$ cat src/rtl/writeback_cycle.sv
// Writeback stage: MEM/WB register, load/ALU source mux, integer register file and retire counter.
// Optional macro WB_FORWARD_EN: register-file reads forward the in-flight WB value (write-through).
module writeback_cycle #(
  parameter int XLEN       = 64,
  parameter int REG_COUNT  = 32,
  parameter int REG_ADDR_W = 5
) (
  input  logic                  clk,
  input  logic                  reset,
  input  logic                  mem_valid,
  input  logic [REG_ADDR_W-1:0] mem_rd_addr,
  input  logic                  mem_rd_write_enable,
  input  logic                  dm_read_enable,
  input  logic [XLEN-1:0]       dm_read_data,
  input  logic [XLEN-1:0]       dm_data_bypass,
  input  logic                  stall,
  input  logic                  flush,
  input  logic [REG_ADDR_W-1:0] rs1_addr,
  input  logic [REG_ADDR_W-1:0] rs2_addr,
  output logic [XLEN-1:0]       rs1_data,
  output logic [XLEN-1:0]       rs2_data,
  output logic                  wb_valid,
  output logic [REG_ADDR_W-1:0] wb_rd_addr,
  output logic                  wb_rd_write_enable,
  output logic [XLEN-1:0]       wb_data,
  output logic [63:0]           retired_count
);

  logic                  r_wb_valid;
  logic [REG_ADDR_W-1:0] r_wb_rd_addr;
  logic                  r_wb_we;
  logic [XLEN-1:0]       r_wb_data;
  logic [63:0]           r_retired;
  logic [XLEN-1:0]       r_regs [REG_COUNT];

  logic [XLEN-1:0]       w_mux_data;
  logic                  w_rf_write;

  assign w_mux_data = dm_read_enable ? dm_read_data : dm_data_bypass;
  assign w_rf_write = r_wb_valid && r_wb_we;

  always_ff @(posedge clk or posedge reset) begin
    if (reset) begin
      r_wb_valid   <= 1'b0;
      r_wb_rd_addr <= '0;
      r_wb_we      <= 1'b0;
      r_wb_data    <= '0;
    end else if (flush) begin
      r_wb_valid   <= 1'b0;
      r_wb_rd_addr <= '0;
      r_wb_we      <= 1'b0;
      r_wb_data    <= '0;
    end else if (!stall) begin
      r_wb_valid   <= mem_valid;
      r_wb_rd_addr <= mem_rd_addr;
      r_wb_we      <= mem_rd_write_enable && (mem_rd_addr != '0);
      r_wb_data    <= w_mux_data;
    end
  end

  // An instruction retires when it leaves WB; flush alone does not cancel that.
  always_ff @(posedge clk or posedge reset) begin
    if (reset) begin
      r_retired <= '0;
    end else if (r_wb_valid && !stall) begin
      r_retired <= r_retired + 64'd1;
    end
  end

  // x0 is never written because r_wb_we is already cleared for index 0.
  always_ff @(posedge clk or posedge reset) begin
    if (reset) begin
      for (int i = 0; i < REG_COUNT; i++) begin
        r_regs[i] <= '0;
      end
    end else if (w_rf_write) begin
      r_regs[r_wb_rd_addr] <= r_wb_data;
    end
  end

  function automatic logic [XLEN-1:0] f_read(input logic [REG_ADDR_W-1:0] a);
    logic [XLEN-1:0] v;
    v = r_regs[a];
`ifdef WB_FORWARD_EN
    if (w_rf_write && (r_wb_rd_addr == a)) begin
      v = r_wb_data;
    end
`endif
    if (a == '0) begin
      v = '0;
    end
    return v;
  endfunction

  assign rs1_data           = f_read(rs1_addr);
  assign rs2_data           = f_read(rs2_addr);
  assign wb_valid           = r_wb_valid;
  assign wb_rd_addr         = r_wb_rd_addr;
  assign wb_rd_write_enable = r_wb_we;
  assign wb_data            = r_wb_data;
  assign retired_count      = r_retired;

endmodule

$ cat config.mk
export PLATFORM = sky130hd
export DESIGN_NAME = writeback_cycle
export DESIGN_NICKNAME = d
export VERILOG_FILES = /design/src/rtl/writeback_cycle.sv
export SDC_FILE = /design/constraint.sdc
export NUM_CORES = 2
export LEC_CHECK = 0
export CAP_MARGIN = 20
export CORE_UTILIZATION = 45
export DETAILED_ROUTE_END_ITERATION = 16
export PLACE_DENSITY = 0.7
export SYNTH_ARGS = -nofsm -noshare
export SYNTH_HDL_FRONTEND = slang
export SYNTH_SLANG_ARGS = --single-unit
$ cat constraint.sdc
create_clock -name clk -period 96 [get_ports clk]
set_input_delay 28.8 -clock clk [delete_from_list [all_inputs] [get_ports clk]]
set_output_delay 28.8 -clock clk [all_outputs]
set_load 0.005 [all_outputs]
# Word level (Yosys, flattened, before mapping)

Cells that the tools add are included.

Add/sub/neg operators: 1
Magnitude comparators: 4
Equal/unequal tests: 1
Mux-type cells: 20
Bitwise gates (word level): 3
Reduce and logical (&&, ||, !) cells: 8

Operators by type and width:

| operator                                                             | number |
|---|---|
| 2048-bit bitwise mux                                                 | 1 |
| 64-bit binary-select mux with 5-bit select                           | 2 |
| 64-bit two-way mux                                                   | 10 |
| 64-bit demux with 5-bit select                                       | 1 |
| 64-bit by 1-bit adder with 64-bit output, second input constant      | 1 |
| 6-bit >= comparator, second input constant                           | 3 |
| 5-bit NOT with 6-bit output                                          | 3 |
| 5-bit zero test                                                      | 2 |
| 5-bit two-way mux                                                    | 2 |
| 6-bit by 1-bit < comparator with 1-bit output, second input constant | 1 |
| 5-bit nonzero test                                                   | 1 |
| 1-bit logical AND                                                    | 4 |
| 1-bit two-way mux                                                    | 4 |
| 2-bit by 1-bit != test with 1-bit output, second input constant      | 1 |
| 1-bit zero test                                                      | 1 |

Flip-flop bits (word level): 2,183
Output and inout port bits: 263
Word-level logic and storage cells: 74

# Logic depth before layout (Yosys ltp)

Depth in word-level cells: 6
Depth in mapped cells: 10
Gate-level depth less buffers: 6

# Least setup slack after synthesis

Ideal clock, no wire load.

Path kind: input -> output
Start: in rs1_addr[0]
End: out rs1_data[10]
Arrival time: 30.679 ns
Required time: 67.200 ns
Path slack: 36.521 ns
Stages on the path: 5
Path buffers: 2
Cell sequence: buf_2 -> buf_1 -> mux4_2 -> mux4_2 -> a21o_1

Longest elaborated chain between the ends: 5
Elaborated cells on any way between the ends: 6

Ends and longest elaborated chain:

| what                                                  | RTL line | text |
|---|---|---|
| start, declared                                       | 18       | `input logic [REG_ADDR_W-1:0] rs1_addr,` |
| 5-bit NOT with 6-bit output (implied by the code)     | 83       | `v = r_regs[a];` |
| 64-bit binary-select mux with 5-bit select            | 83       |  |
| 64-bit two-way mux (implied by the code) (2 in a row) | 83       |  |
| 64-bit two-way mux (*)                                | 89       | `if (a == '0) begin` |
| end, declared                                         | 20       | `output logic [XLEN-1:0] rs1_data,` |

Every way passes the cells marked *; elsewhere a longest branch is shown, timed or not. The select of a mux whose other input is x is not followed.

# Worst setup path after layout

Start: in rs1_addr[1]
End: out rs1_data[56]

Same word-level chain as after synthesis.

==> impl_metrics.env <==
export IMPL_status="completed"
export IMPL_hold_path_class="reg -> reg"
export IMPL_cts_buffers=234
export IMPL_viasPerCell=6.557
export IMPL_yosysWarnings=0
export IMPL_syn_to_final_growth_pct=13.57
export IMPL_min_period_ns=63.62
export IMPL_crit_arrival_ns=34.82
export IMPL_ys_flop_type="dfrtp_1"
export IMPL_p_sw_mw=0.5038
export IMPL_finalHoldViolCount=0
export IMPL_combPwrFrac_pct=7.4
export IMPL_setup_viol=0
export IMPL_rsz0062_at_grt="false"
export IMPL_cts_setup_buffers=0
export IMPL_grt_pass1_wl_microns=532200
export IMPL_seqPwrFrac_pct=46.1
export IMPL_insertion_delay_ns=0.92
export IMPL_power_density_nw_per_um2=15.73
export IMPL_drtIter0Drc=7136
export IMPL_rrSetupSlack_ns=91.90
export IMPL_whs_endpoint="retired_count[63]$_DFFE_PP0P_"
export IMPL_ys_types=56
export IMPL_grt_overflow=0
export IMPL_drt_wl_total_microns=362300
export IMPL_hold_ws_ns=0.4874
export IMPL_crit_type="in -> out"
export IMPL_initial_core_util_pct=45.25
export IMPL_clock_sinks=2183
export IMPL_cts_root_buffer="clkbuf_16"
export IMPL_hpwl_microns=208400
export IMPL_avgSynthCellArea_sq_um=15.43
export IMPL_synth_cells=7455
export IMPL_cp_end_kind="output pin"
export IMPL_async_reset_ff_share_pct=100.0
export IMPL_coreArea_sq_um=254200
export IMPL_reg2reg_depth=5
export IMPL_detail_route_wl_per_cell_microns=32.65
export IMPL_layout_drive_gt1_share_pct=48.98
export IMPL_port_buffers=412
export IMPL_cts_tree="done"
export IMPL_finalCritPeriodShare_pct=66.27
export IMPL_p_int_mw=1.551
export IMPL_crit_required_ns=67.20
export IMPL_max_vdd_ir_drop_v=0.00001903
export IMPL_nNetsFinal=7685
export IMPL_synth_seq_cells=2183
export IMPL_finish_instance_area_sq_um=130600
export IMPL_max_freq_mhz=15.72
export IMPL_maxSlewHeadroom_pct=14.33
export IMPL_cap_violations=0
export IMPL_skew_ns=0.05230
export IMPL_ctsHoldBuffers=0
export IMPL_dr_pass1_iters=5
export IMPL_crit_fanout=53
export IMPL_tightestPinTransition_ns=1.273
export IMPL_htreeDepth=4
export IMPL_first_global_vias=75698
export IMPL_fill_cells=20785
export IMPL_drc=0
export IMPL_grt_start_max_net_pins=187
export IMPL_reg2reg_to="r_regs[533]$_DFFE_PP0P_"
export IMPL_power_leakage_nw=60.42
export IMPL_worstHoldPathCells=1
export IMPL_antenna_found_initial=16
export IMPL_die_w_microns=507.6
export IMPL_r2r_start="wb_valid$_DFFE_PP0P_"
export IMPL_clock_path_buffers=3
export IMPL_seq_area_frac_synth_pct=47.50
export IMPL_grtUsageTotal_pct=28.20
export IMPL_slew_violations=0
export IMPL_cts_resized=0
export IMPL_globalplace_congestion=0.8327
export IMPL_seq_area_sq_um=54630
export IMPL_drtAntennaViolNets=0
export IMPL_setup_tns_ns=0
export IMPL_ioPinCount=413
export IMPL_multi_input_area_sq_um=57240
export IMPL_swShare_pct=24.52
export IMPL_die_area_sq_um=257600
export IMPL_syn_nets=7606
export IMPL_syn_area_sq_um=115000
export IMPL_synth_edf_count=0
export IMPL_post_dp_cell_area_sq_um=121700
export IMPL_path_clk_slew_ns=0.06
export IMPL_route_vias_total=72759
export IMPL_power_share_clock_pct=46.5
export IMPL_rows=185
export IMPL_dieHeight_microns=507.6
export IMPL_hp_start="retired_count[63]$_DFFE_PP0P_"
export IMPL_start_kind="primary input"
layout make-up:
type                       instances  area share [%]
antenna                           10         0.01916
clock buffer                     323           5.160
clock inverter                   100           1.069
inverter                           7         0.02586
multi-input combinational       4496           43.83
sequential                      2183           41.82
tap                             3366           3.224
timing repair buffer             612           4.851
power groups by stage:
stage	sequential, mW	combinational, mW	clock, mW
floorplan	0.958	0.0979	0
global placement	0.967	0.141	0
detailed placement	0.968	0.143	0
CTS	0.952	0.144	0.969
global route	0.948	0.162	1.00
finish	0.947	0.152	0.955
placed cells by master, fill, tap and decap left out, types with 10 or more instances in the layout:
cell type        count
a22oi_1             14
nor2_4              17
diode_2             10
buf_4              160
mux2_2            2066
a31oi_1             16
clkbuf_1            34
nand2_1             57
mux2i_1            416
bufinv_16           26
clkinvlp_4          12
mux4_2            1048
a21o_1              85
nand4_1             23
buf_16              26
nor2_1             172
a21oi_1             88
clkbuf_16          234
xnor2_1             52
clkbuf_8            56
o21ai_0             10
nand2_4             16
clkdlybuf4s50_1    399
xor2_1              11
o221ai_1            22
a211oi_1            22
o22ai_1            112
nand3_1             27
dfrtp_1           2183
nor2b_1             34
nand2b_1            11
mux2_1              19
buf_12              13
nor3_1              30
clkinv_2            43
through the flow:
stage / util [%] / std cells / total power, mW / worst slack [ns]
6_report: 51.39 / 11097 / 2.054 / 32.38
5_1_grt: 51.38 / 11090 / 2.115 / 32.28
4_1_cts: 51.08 / 11055 / 2.064 / 32.49
3_5_place_dp: 47.87 / 10632 / 1.111 / 32.50
3_3_place_gp: 47.87 / 10631 / 1.108 / 32.53
2_1_floorplan: - / 7455 / 1.056 / 5.523
logic make-up after synthesis:
| kind of cell | Yosys count | share of synthesized area (%) |
|---|---|---|
| buffers and inverters | 776 | 3.001 |
| adder cells (fa/ha/maj) | 1 | 0.01088 |
| XOR/XNOR | 63 | 0.4798 |
| AO/OA/AOI/OAI | 417 | 2.440 |
| flip-flops | 2183 | 47.50 |
| multiplexers | 3549 | 44.56 |
| AND/OR/NAND/NOR | 466 | 2.014 |
synthesized netlist by cell type, drive strengths merged, types with 31 or more instances:
library cell  count  area (sq um)
nand2            74         277.8
mux2i           416          4164
o22ai           112         700.7
a21oi            88         440.4
xnor2            52         455.4
a21o             85         638.1
dfrtp          2183         54630
nor2b            37         231.5
buf             361          1894
nor2            191         737.0
clkbuf          408          1531
nor3             31         155.2
mux4           1048         23600
mux2           2085         23480
critical path: stages:
cell and delay (ns):
buf_8 0.29, buf_4 0.74, buf_4 0.90, buf_4 0.80
buf_4 0.70, nand2b_1 0.21, o22ai_1 0.20, a31oi_1 0.08
o311a_1 0.18, nor4_1 0.97, clkdlybuf4s50_1 0.68
per-layer routing:
layer / vias to the layer above / share of wire [%] / global-route usage [%]
met5: - / 0.0036 / 0
met4: 2 / 4.7 / 12.23
met3: 740 / 7.8 / 5.820
met2: 3260 / 47 / 44.76
met1: 39769 / 40 / 37.62
li1: 28988 / - / -
worst max-delay path by stage:
stage	to	cells past startpoint	startpoint	slack [ns]
5_1_grt	rs1_data[56]	11	rs1_addr[1]	32.28
6_report	rs1_data[56]	11	rs1_addr[1]	32.38
2_1_floorplan	r_regs[0]$_DFFE_PP0P_	1	reset	5.52
3_3_place_gp	rs1_data[48]	11	rs1_addr[1]	32.53
4_1_cts	rs1_data[30]	11	rs1_addr[1]	32.49
3_5_place_dp	rs1_data[30]	11	rs1_addr[1]	32.50
state kept, by name (all words and copies together) (netlist names):
register            count
retired_count          64
wb_rd_addr              5
wb_rd_write_enable      1
wb_valid                1
wb_data                64
r_regs               2048
Power figures use the tool's default switching activity.
